[src/rtl/axis_fifo_mux.sv]
// Per-channel AXIS FIFOs merged onto one tagged sink with packet round-robin.
// Define FIFO_LEVEL_EN to expose per-channel occupancy on o_ch_level.
module axis_fifo_mux #(
    parameter int NUM_CH          = 4,
    parameter int AXIS_DATA_WIDTH = 32,
    parameter int FIFO_DEPTH      = 8,
    parameter int CH_ID_WIDTH     = $clog2(NUM_CH),
    parameter int LVL_WIDTH       = $clog2(FIFO_DEPTH) + 1
) (
    input  logic                                AXIS_clk,
    input  logic                                AXIS_rst,
    input  logic [NUM_CH-1:0]                   SRC_AXIS_tvalid,
    output logic [NUM_CH-1:0]                   SRC_AXIS_tready,
    input  logic [NUM_CH-1:0]                   SRC_AXIS_tlast,
    input  logic [NUM_CH-1:0]                   SRC_AXIS_tuser,
    input  logic [NUM_CH*AXIS_DATA_WIDTH-1:0]   SRC_AXIS_tdata,
    output logic                                SINK_AXIS_tvalid,
    input  logic                                SINK_AXIS_tready,
    output logic                                SINK_AXIS_tlast,
    output logic                                SINK_AXIS_tuser,
    output logic [AXIS_DATA_WIDTH-1:0]          SINK_AXIS_tdata,
    output logic [CH_ID_WIDTH-1:0]              SINK_AXIS_tid,
    input  logic [NUM_CH-1:0]                   i_ch_enable,
    input  logic [NUM_CH-1:0]                   i_ch_clear,
    output logic [NUM_CH-1:0]                   o_ch_empty,
    output logic [NUM_CH-1:0]                   o_ch_full
`ifdef FIFO_LEVEL_EN
    ,
    output logic [NUM_CH*LVL_WIDTH-1:0]         o_ch_level
`endif
);

    localparam int AW = $clog2(FIFO_DEPTH);
    localparam int EW = AXIS_DATA_WIDTH + 2;

    localparam logic [0:0] IDLE   = 1'b0;
    localparam logic [0:0] LOCKED = 1'b1;

    logic [0:0]             state;
    logic [CH_ID_WIDTH-1:0] grant;
    logic [CH_ID_WIDTH-1:0] last_grant;
    logic [CH_ID_WIDTH-1:0] pick;
    logic                   pick_found;

    logic [NUM_CH-1:0] empty;
    logic [NUM_CH-1:0] full;
    logic [NUM_CH-1:0] push;
    logic [NUM_CH-1:0] pop;
    logic [NUM_CH-1:0] elig;
    logic [EW-1:0]     head [NUM_CH];
    logic [EW-1:0]     sel;

    logic sink_valid;
    logic fire;

    assign SRC_AXIS_tready = ~full & ~i_ch_clear & {NUM_CH{~AXIS_rst}};
    assign push            = SRC_AXIS_tvalid & SRC_AXIS_tready;
    assign o_ch_empty      = empty;
    assign o_ch_full       = full;

    for (genvar c = 0; c < NUM_CH; c++) begin : g_ch
        logic [EW-1:0]        mem [FIFO_DEPTH];
        logic [LVL_WIDTH-1:0] wptr;
        logic [LVL_WIDTH-1:0] rptr;

        assign pop[c]  = fire && (grant == CH_ID_WIDTH'(c));
        assign head[c] = mem[rptr[AW-1:0]];

        always_ff @(posedge AXIS_clk) begin
            if (AXIS_rst || i_ch_clear[c]) begin
                wptr <= '0;
                rptr <= '0;
            end else begin
                if (push[c]) wptr <= wptr + LVL_WIDTH'(1);
                if (pop[c])  rptr <= rptr + LVL_WIDTH'(1);
            end
        end

        always_ff @(posedge AXIS_clk) begin
            if (push[c])
                mem[wptr[AW-1:0]] <= {SRC_AXIS_tuser[c], SRC_AXIS_tlast[c],
                    SRC_AXIS_tdata[c*AXIS_DATA_WIDTH +: AXIS_DATA_WIDTH]};
        end

`ifdef FIFO_LEVEL_EN
        logic [LVL_WIDTH-1:0] cnt;

        always_ff @(posedge AXIS_clk) begin
            if (AXIS_rst || i_ch_clear[c])
                cnt <= '0;
            else if (push[c] && !pop[c])
                cnt <= cnt + LVL_WIDTH'(1);
            else if (pop[c] && !push[c])
                cnt <= cnt - LVL_WIDTH'(1);
        end

        assign empty[c] = (cnt == '0);
        assign full[c]  = (cnt == LVL_WIDTH'(FIFO_DEPTH));
        assign o_ch_level[c*LVL_WIDTH +: LVL_WIDTH] = cnt;
`else
        // Extra MSB on each pointer tells full apart from empty.
        assign empty[c] = (wptr == rptr);
        assign full[c]  = (wptr[AW] != rptr[AW]) &&
                          (wptr[AW-1:0] == rptr[AW-1:0]);
`endif
    end

    // A channel being flushed this cycle would be granted with nothing to send.
    assign elig = i_ch_enable & ~empty & ~i_ch_clear;

    always_comb begin
        int                     idx;
        logic [CH_ID_WIDTH-1:0] cand;
        idx        = 0;
        cand       = '0;
        pick       = '0;
        pick_found = 1'b0;
        for (int i = 1; i <= NUM_CH; i++) begin
            idx  = (int'(last_grant) + i) % NUM_CH;
            cand = CH_ID_WIDTH'(idx);
            if (!pick_found && elig[cand]) begin
                pick_found = 1'b1;
                pick       = cand;
            end
        end
    end

    assign sink_valid = (state == LOCKED) && !AXIS_rst &&
                        !empty[grant] && !i_ch_clear[grant];
    assign fire       = sink_valid && SINK_AXIS_tready;
    assign sel        = head[grant];

    assign SINK_AXIS_tvalid = sink_valid;
    assign SINK_AXIS_tdata  = sink_valid ? sel[AXIS_DATA_WIDTH-1:0] : '0;
    assign SINK_AXIS_tlast  = sink_valid && sel[EW-2];
    assign SINK_AXIS_tuser  = sink_valid && sel[EW-1];
    assign SINK_AXIS_tid    = sink_valid ? grant : '0;

    always_ff @(posedge AXIS_clk) begin
        if (AXIS_rst) begin
            state      <= IDLE;
            grant      <= '0;
            last_grant <= CH_ID_WIDTH'(NUM_CH - 1);
        end else if (state == IDLE) begin
            if (pick_found) begin
                grant <= pick;
                state <= LOCKED;
            end
        end else begin
            if (i_ch_clear[grant] || (fire && sel[EW-2])) begin
                state      <= IDLE;
                last_grant <= grant;
            end
        end
    end

endmodule

[config.mk]
export PLATFORM = sky130hd
export DESIGN_NAME = axis_fifo_mux
export DESIGN_NICKNAME = d
export VERILOG_FILES = /design/src/rtl/axis_fifo_mux.sv
export SDC_FILE = /design/constraint.sdc
export NUM_CORES = 1
export LEC_CHECK = 0
export CAP_MARGIN = 0
export CORE_MARGIN = 2
export CORE_UTILIZATION = 60
export CTS_CLUSTER_DIAMETER = 40
export DETAILED_ROUTE_END_ITERATION = 12
export GPL_TIMING_DRIVEN = 0
export PLACE_DENSITY_LB_ADDON = 0.12
export SYNTH_ARGS = -nofsm -noshare
export SYNTH_HDL_FRONTEND = slang
export SYNTH_SLANG_ARGS = --single-unit
[constraint.sdc]
create_clock -name AXIS_clk -period 6.3 [get_ports AXIS_clk]
set_input_delay 1.26 -clock AXIS_clk [delete_from_list [all_inputs] [get_ports AXIS_clk]]
set_output_delay 1.26 -clock AXIS_clk [all_outputs]
set_load 0.02 [all_outputs]
==> impl_metrics.tcl, run 1 <==
set metrics [dict create \
    status "finished, final reports clean" \
    highest_layer "met5" \
    dr_wl_met3_um 11000 \
    drive_above_1_share_pct 25.9 \
    r2r_end "g_ch[0].mem[1][8]" \
    coreArea_um2 72800 \
    ant_nets 0 \
    clk_path_buf_depth 3 \
    first_global_vias 22000 \
    p_leak_uw 0.0163 \
    grtUsageTotal_pct 28.6 \
    ir_worst_vdd_v 0.000323 \
    reg2reg_slack_ns 2.75 \
    worst_slew_pin_slew_ns 1.20 \
    drc 0 \
    die-area_um2 75600 \
    numCtsBuffers 137 \
    grt_max_degree 27 \
    hpwl_um 70800 \
    wl_met2_um 50800 \
    initial_core_util_pct 60.5 \
    area_growth_pct 20.4 \
    die_w_um 275 \
    hold_viol_final 0 \
    drt_iter0_markers 2750 \
    r2r_start "g_ch[0].wptr[1]" \
    rsz0062_at_grt "no" \
    power_density_nw_per_um2 313 \
    drt_first_pass_iters 7 \
    yosys_warnings 0 \
    grt_pass1_wl_um 150000 \
    async_reset_ff_share_pct 0 \
    htree_levels 4 \
    vias 21600 \
    antenna_found_initial 25 \
    yosysSeqAreaShare_pct 76.4 \
    vias_per_cell 6.23 \
    critical_path_arrival_ns 4.73 \
    cts-root-buf "clkbuf_16" \
    io_pins 200 \
    cts-hold-fix-buffers 0 \
    setup_viol 0 \
    wl_per_cell_um 30.3 \
    utilization_pct 72.8 \
    min_path_type "reg2reg" \
    syn_avg_cell_area_um2 22.1 \
    hold_start "g_ch[0].wptr[3]" \
    synth_commonest_cells "1088 x edfxtp_1, 298 x mux4_2, 156 x mux2i_1" \
    fin_skew_ns 0.0231 \
    synth_seq_cells 1137 \
    fin_tns_setup_ns 0 \
    row_count 99 \
    clock_latency_ns 0.73 \
    min_to "g_ch[0].wptr[3]" \
    synth_edf_count 1088 \
    max_freq_mhz 167 \
    r2r_cells 8 \
    drv_cap 0 \
    syn_area_um2 44000 \
    finalWorstSetupSlack_ns 0.311 \
    routabilityCongestion 0.869 \
    yosysMostFrequentCell "edfxtp_1" \
    critPathMaxFanout 10 \
    syn_inst 1996 \
    place_ws_ns 0.486 \
    cp.required_ns 5.04 \
    io_buffers 199 \
    crit_type "in2out" \
    final_max_slew_viol_count 0 \
    synth_area_leaders "edfxtp_1 74%, mux4_2 15%, mux2i_1 3.5%" \
    fillers 4178 \
    synthDistinctLibCells 44 \
    fin_crit_sh_pct 95.1 \
    max_slew_margin_pct 18.6 \
    fin_crit_ns 5.99 \
    synth_top_area_share_pct 74.2 \
    met1_length_um 39600 \
    mappedNetlistNets 2155 \
    overflow 0 \
    wl_um 105000 \
    nets 2550 \
    clkSlewWorstSetupHoldPaths_ns 0.06 \
    critPathCaptureType "primary output" \
    cts.sinks 1137 \
    postCtsSetupBuffers 0 \
    cp-startpoint "i_ch_clear[0]" \
    cts_tree "done" \
    start_kind "input port" \
    synth_top_cell_by_area "edfxtp_1" \
    hold_path_depth 2 \
    yosys_most_used_dff "edfxtp_1" \
    die_h_um 275 \
    cts_resized 0 \
]
-- worst max-delay path by stage --
| stage | endpoint | slack (ns) | cells past startpoint |
|---|---|---|---|
| 6_report | SINK_AXIS_tdata[28] | 0.31 | 7 |
| 5_1_grt | SINK_AXIS_tdata[28] | 0.21 | 7 |
| 4_1_cts | SINK_AXIS_tdata[25] | 0.42 | 7 |
| 3_5_place_dp | SINK_AXIS_tdata[28] | 0.49 | 7 |
| 3_3_place_gp | g_ch[2].mem[1][5] | -2.26 | 5 |
| 2_1_floorplan | g_ch[3].mem[1][0] | 1.19 | 4 |
-- cells by family (layout without fill, tap and decap cells) --
kind of cell | count (synthesis) | in the layout | synth area share [%]
AOI/OAI and AO/OA | 37 | 37 | 0.529
xor gates and xnor gates | 33 | 33 | 0.656
other | 0 | 8 | 0
DFF | 1137 | 1137 | 76.4
adders and majority gates | 8 | 8 | 0.227
muxes | 454 | 454 | 18.8
buffers and inverters | 113 | 621 | 1.06
and+or+nand+nor | 214 | 214 | 2.32
-- stage by stage --
stage | hold WS, ns | power (uW) | instances | area (um2)
floorplan | 0.469 | 8580 | 1996 | 44000
global placement | 0.482 | 8800 | 3154 | 47200
detailed placement | 0.505 | 8830 | 3211 | 48300
CTS | 0.513 | 16700 | 3463 | 53000
global route | 0.560 | 17000 | 3466 | 53000
finish | 0.518 | 16600 | 3471 | 53000
-- sequential cells by signal (all words and copies together) (netlist names), named ones only --
register / flops
g_ch.rptr: 16
state: 1
grant: 2
g_ch.mem: 1088
g_ch.wptr: 16
last_grant: 2
-- layout by cell type, fill, tap and decap left out, drive strengths merged, types with 3 or more instances in the layout --
cell type,synthesis,final
nand2,30,30
nor2,107,107
o21ai,8,8
a21oi,11,11
nor3,13,13
edfxtp,1088,1088
clkinvlp,0,10
mux2i,156,156
nor3b,4,4
and4b,3,3
clkdlybuf4s50,0,199
nand3b,8,8
buf,45,102
ha,8,8
nand4,10,10
bufinv,0,16
diode,0,8
or2,3,3
or3,7,7
clkbuf,57,211
clkinv,0,49
o31ai,3,3
nand2b,17,17
inv,11,34
dfxtp,49,49
a31oi,4,4
xnor2,18,18
nor4,3,3
xor2,15,15
mux4,298,298
-- metal layers --
metal	vias up	GRT usage [%]
li1	9160	-
met1	11300	38.1
met2	960	44.7
met3	191	9.62
met4	20	10.7
met5	-	0
-- layout make-up --
cell class              instances  area (um2)  share of cell area (%)
plain buffers                 102         424                   0.800
clock buffers                 154        3530                    6.66
flip-flops and latches       1137       33700                    63.5
diodes                          8        20.0                  0.0378
well taps                     959        1200                    2.26
inverters                      11        41.3                  0.0779
repair buffers                256        2890                    5.46
clock inverters                98        1120                    2.12
multi-input cells             746       10100                    19.1
-- worst max-delay path, cell delays in order --
cell and delay, ns:
clkdlybuf4s50_1 0.68, mux4_2 0.63, nor2_1 0.23, nand2_1 0.35
buf_2 0.38, nor2_1 0.47, clkdlybuf4s50_1 0.72
-- power breakdown --
part           internal [uW]  total, uW  leakage, uW  switching (uW)
clock network           4780       7940      0.00225            3160
logic                    154        355      0.00384             201
registers               8310       8320       0.0102            9.37
total                  13200      16600       0.0163            3370
Note: power is estimated with default switching activity, not from simulation.
==> run 2: changes to the inputs <==
--- a/config.mk
+++ b/config.mk
@@ -11,7 +11,7 @@
 export CTS_CLUSTER_DIAMETER = 40
 export DETAILED_ROUTE_END_ITERATION = 12
 export GPL_TIMING_DRIVEN = 0
-export PLACE_DENSITY_LB_ADDON = 0.12
+export PLACE_DENSITY = 0.76
 export SYNTH_ARGS = -nofsm -noshare
 export SYNTH_HDL_FRONTEND = slang
 export SYNTH_SLANG_ARGS = --single-unit
==> impl_metrics.tcl, run 2 (synthesis results as in run 1) <==
set metrics [dict create \
    status "finished, final reports clean" \
    hold_path_depth 2 \
    max_slew_margin_pct 25.1 \
    largest_reg_flops 1088 \
    setup_viol 0 \
    cts-root-buf "clkbuf_16" \
    antenna_found_initial 24 \
    grt_pass1_wl_um 155000 \
    placedInstanceArea_um2 48300 \
    wl_um 108000 \
    drt_first_pass_iters 5 \
    die-area_um2 75600 \
    drt_iter0_markers 2820 \
    io_pins 200 \
    vias 22200 \
    min_to "g_ch[1].rptr[3]" \
    row_count 99 \
    hold_viol_final 0 \
    p_leak_uw 0.0161 \
    max_freq_mhz 174 \
    initial_core_util_pct 60.5 \
    critPathMaxFanout 10 \
    min_path_type "reg2reg" \
    start_kind "flop" \
    area_growth_pct 19.8 \
    die_h_um 275 \
    reg2reg_slack_ns 2.77 \
    r2r_end "g_ch[3].mem[1][11]" \
    hold_start "g_ch[1].rptr[3]" \
    ir_worst_vdd_v 0.000260 \
    final_max_slew_viol_count 0 \
    cts.sinks 1137 \
    cts_resized 0 \
    cts_tree "done" \
    drive_above_1_share_pct 25.0 \
    clk_path_buf_depth 3 \
    layout.cells.non_filler 3458 \
    r2r_start "g_ch[3].wptr[2]" \
    cp.required_ns 5.04 \
    clkSlewWorstSetupHoldPaths_ns 0.05 \
    nets 2542 \
    hpwl_um 70900 \
    coreArea_um2 72800 \
    io_buffers 199 \
    numCtsBuffers 133 \
    fin_crit_sh_pct 91.0 \
    most-common-layout-cells "1088 x edfxtp_1, 298 x mux4_2, 199 x clkdlybuf4s50_1, 156 x mux2i_1, 138 x clkbuf_16" \
    dp_cells 3207 \
    die_w_um 275 \
    clock_latency_ns 0.72 \
    htree_levels 4 \
    rsz0062_at_grt "no" \
    critPathCaptureType "primary output" \
    worst_slew_pin_slew_ns 1.11 \
    cts-hold-fix-buffers 0 \
    drc 0 \
    vias_per_cell 6.42 \
    fin_crit_ns 5.73 \
    power_density_nw_per_um2 309 \
    ant_nets 0 \
    drv_cap 0 \
    crit_type "reg2out" \
    r2r_cells 8 \
    stdcell_area_um2 52700 \
    first_global_vias 22600 \
    critical_path_arrival_ns 4.47 \
    postCtsSetupBuffers 0 \
    overflow 0 \
    fin_skew_ns 0.0261 \
    grt_max_degree 27 \
    wl_per_cell_um 31.2 \
    routabilityCongestion 0.880 \
    fin_tns_setup_ns 0 \
    grtUsageTotal_pct 29.2 \
    final_common_cell "edfxtp_1" \
]
[run 2: cell count changes in the layout (fill, tap and decap cells not counted), moves of 3 or more]
cell and delta:
clkinv_1 -4, inv_6 -9, clkbuf_1 +13, buf_6 -4, bufinv_16 -3, buf_4 +3
clkinv_2 -3, buf_8 -3, diode_2 +3, clkinv_4 -4
[run 2: how the worst max path moves through the flow]
stage,startpoint,end,depth (start not counted)
after global routing,grant[1],SINK_AXIS_tdata[6],7
after global placement,AXIS_rst,g_ch[3].mem[1][4],5
final,grant[1],SINK_AXIS_tdata[6],7
after CTS,grant[1],SINK_AXIS_tdata[6],7
after floorplan,i_ch_clear[3],g_ch[3].mem[1][0],4
after detailed placement,i_ch_clear[0],SINK_AXIS_tdata[28],7
[run 2: where the power goes]
group	total, uW	leakage, uW	switching, uW	internal (uW)
logic	351	0.00381	200	151
clock network	7650	0.00214	3020	4630
registers	8320	0.0102	10.4	8310
total	16300	0.0161	3230	13100
[run 2: layout make-up]
class | count | area, um2
plain buffers | 102 | 424
diodes | 11 | 27.5
multi-input cells | 746 | 10100
fillers | 4057 | 20100
well taps | 959 | 1200
repair buffers | 252 | 2830
flip-flops and latches | 1137 | 33700
clock buffers | 169 | 3610
inverters | 11 | 41.3
clock inverters | 71 | 823
[run 2: layer usage]
| layer | global-route usage, % | up-vias | routed length [um] |
|---|---|---|---|
| met1 | 39.9 | 11600 | 39700 |
| met4 | 11.9 | 20 | 3900 |
| met5 | 0 | - | 122 |
| li1 | - | 9139 | - |
| met2 | 46.5 | 1200 | 53600 |
| met3 | 6.81 | 195 | 10700 |
[run 2: metrics by stage]
| stage | total power (uW) | hold slack, ns | utilization, % | setup WS (ns) |
|---|---|---|---|---|
| 2_1_floorplan | 8580 | 0.469 | - | 1.19 |
| 3_3_place_gp | 8790 | 0.481 | 64.8 | -2.04 |
| 3_5_place_dp | 8820 | 0.496 | 66.3 | 0.678 |
| 4_1_cts | 16400 | 0.503 | 72.4 | 0.555 |
| 5_1_grt | 16700 | 0.546 | 72.4 | 0.403 |
| 6_report | 16300 | 0.505 | 72.4 | 0.569 |
[run 2: critical path, stage by stage, from the launching register on]
cell and delay, ns:
dfxtp_1 0.37, buf_2 0.27, inv_1 0.18, buf_1 0.68
clkbuf_1 0.80, mux4_2 0.44, nor2_1 0.31, clkdlybuf4s50_1 0.69
==> run 3: changes to the inputs <==
--- a/config.mk
+++ b/config.mk
@@ -11,7 +11,7 @@
 export CTS_CLUSTER_DIAMETER = 40
 export DETAILED_ROUTE_END_ITERATION = 12
 export GPL_TIMING_DRIVEN = 0
-export PLACE_DENSITY = 0.76
+export PLACE_DENSITY = 0.79
 export SYNTH_ARGS = -nofsm -noshare
 export SYNTH_HDL_FRONTEND = slang
 export SYNTH_SLANG_ARGS = --single-unit
==> impl_metrics.tcl, run 3 (synthesis results as in run 1) <==
set metrics [dict create \
    status "finished, final reports clean" \
    use_met1_pct 38.2 \
    cts-root-buf "clkbuf_16" \
    grt-busiest-layer "met2" \
    r2r_cells 6 \
    fin_crit_sh_pct 95.8 \
    setup_viol 0 \
    cts_tree "done" \
    regArea_um2 33700 \
    area_growth_pct 19.7 \
    cts.sinks 1137 \
    cts_resized 0 \
    critPathTopFamily "simple AND/OR/NAND/NOR gates" \
    crit_type "reg2out" \
    grt_max_degree 27 \
    worst_slew_pin_slew_ns 1.34 \
    r2r_start "g_ch[3].wptr[1]" \
    htree_levels 4 \
    overflow 0 \
    die_w_um 275 \
    vias_per_cell 6.51 \
    postCtsSetupBuffers 0 \
    fillers 3926 \
    ir_worst_vdd_v 0.000368 \
    critical_path_arrival_ns 4.77 \
    critPathMaxFanout 10 \
    layout.cells.non_filler 3462 \
    p_leak_uw 0.0162 \
    r2r_end "g_ch[3].mem[3][16]" \
    met3_usage_pct 8.75 \
    drv_cap 0 \
    drc 0 \
    max_freq_mhz 166 \
    largest_reg_flops 1088 \
    final_common_cell "edfxtp_1" \
    hold_viol_final 0 \
    slowest_delay_ns 1.10 \
    wl_um 111000 \
    fin_crit_ns 6.03 \
    antenna_found_initial 40 \
    reg2reg_slack_ns 2.87 \
    hpwl_um 71300 \
    path_cells "xor2_1 > nor4_1 > o22ai_1 > or3_1 > nand2_1 > buf_2 > nor2_1 > clkdlybuf4s50_1" \
    vias 22500 \
    clock_latency_ns 0.74 \
    dp_cells 3210 \
    utilization_pct 72.4 \
    rsz0062_at_grt "no" \
    start_kind "flop" \
    coreArea_um2 72800 \
    cts-hold-fix-buffers 0 \
    numCtsBuffers 131 \
    whs_ns 0.503 \
    die-area_um2 75600 \
    worst-path-buf-inv 2 \
    use_met2_pct 48.0 \
    critPathCaptureType "primary output" \
    die_h_um 275 \
    max_slew_margin_pct 9.91 \
    hold_start "g_ch[0].wptr[3]" \
    drive_above_1_share_pct 25.4 \
    drt_iter0_markers 2696 \
    min_path_type "reg2reg" \
    nets 2543 \
    drt_first_pass_iters 5 \
    crit_path_top_delay_cell "nor4_1" \
    initial_core_util_pct 60.5 \
    finalPower_uw 16200 \
    hold_path_depth 2 \
    cp.required_ns 5.04 \
    ant_nets 0 \
    routabilityCongestion 0.882 \
    fin_skew_ns 0.0200 \
    multi_input_area_um2 10100 \
    final_max_slew_viol_count 0 \
    power_density_nw_per_um2 308 \
    first_global_vias 23100 \
    grt_pass1_wl_um 157000 \
    wl_per_cell_um 32.1 \
    most-common-layout-cells "1088 x edfxtp_1, 298 x mux4_2, 199 x clkdlybuf4s50_1, 156 x mux2i_1, 135 x clkbuf_16" \
    io_pins 200 \
    clkSlewWorstSetupHoldPaths_ns 0.06 \
    min_to "g_ch[0].wptr[3]" \
    io_buffers 199 \
    grtUsageTotal_pct 30.0 \
    row_count 99 \
    clk_path_buf_depth 3 \
]
run 3: routing by layer:
layer | up-vias | share of wire, %
li1 | 9159 | -
met1 | 11700 | 35
met2 | 1392 | 50
met3 | 243 | 11
met4 | 22 | 4.2
met5 | - | 0.12
run 3: how the worst max path moves through the flow:
| stage | depth (start not counted) | from | to | slack, ns |
|---|---|---|---|---|
| after CTS | 7 | grant[1] | SINK_AXIS_tuser | 0.55 |
| after global routing | 8 | g_ch[3].wptr[1] | SINK_AXIS_tid[1] | 0.39 |
| final | 8 | g_ch[3].wptr[1] | SINK_AXIS_tid[1] | 0.27 |
| after global placement | 5 | AXIS_rst | g_ch[2].mem[1][5] | -2.06 |
| after detailed placement | 7 | i_ch_clear[0] | SINK_AXIS_tdata[28] | 0.66 |
| after floorplan | 4 | i_ch_clear[3] | g_ch[3].mem[1][0] | 1.19 |
run 3: power breakdown:
part	total (uW)	internal [uW]	leakage [uW]	switching, uW
registers	8320	8310	0.0102	11.0
clock network	7530	4470	0.00212	3060
logic	358	153	0.00384	205
run 3: area by class of cell:
cell class | instances | share of cell area [%]
multi-input cells | 746 | 19.2
well taps | 959 | 2.28
repair buffers | 255 | 5.49
inverters | 11 | 0.0783
plain buffers | 102 | 0.805
flip-flops and latches | 1137 | 63.8
diodes | 17 | 0.0807
clock inverters | 80 | 1.62
clock buffers | 155 | 6.57
run 3: worst register-to-register path, stage by stage (launching register included):
cell	delay, ns
dfxtp_1	0.53
xor2_1	0.36
nor4_1	0.18
nor3b_1	0.69
nand2_1	0.45
nor2_4	0.62
buf_12	0.27
run 3: metrics by stage:
stage	cell area [um2]	setup TNS [ns]	setup slack [ns]
CTS	52700	0	0.549
global route	52700	0	0.388
floorplan	44000	0	1.19
finish	52700	0	0.266
global placement	47200	-558.09	-2.06
detailed placement	48300	0	0.662
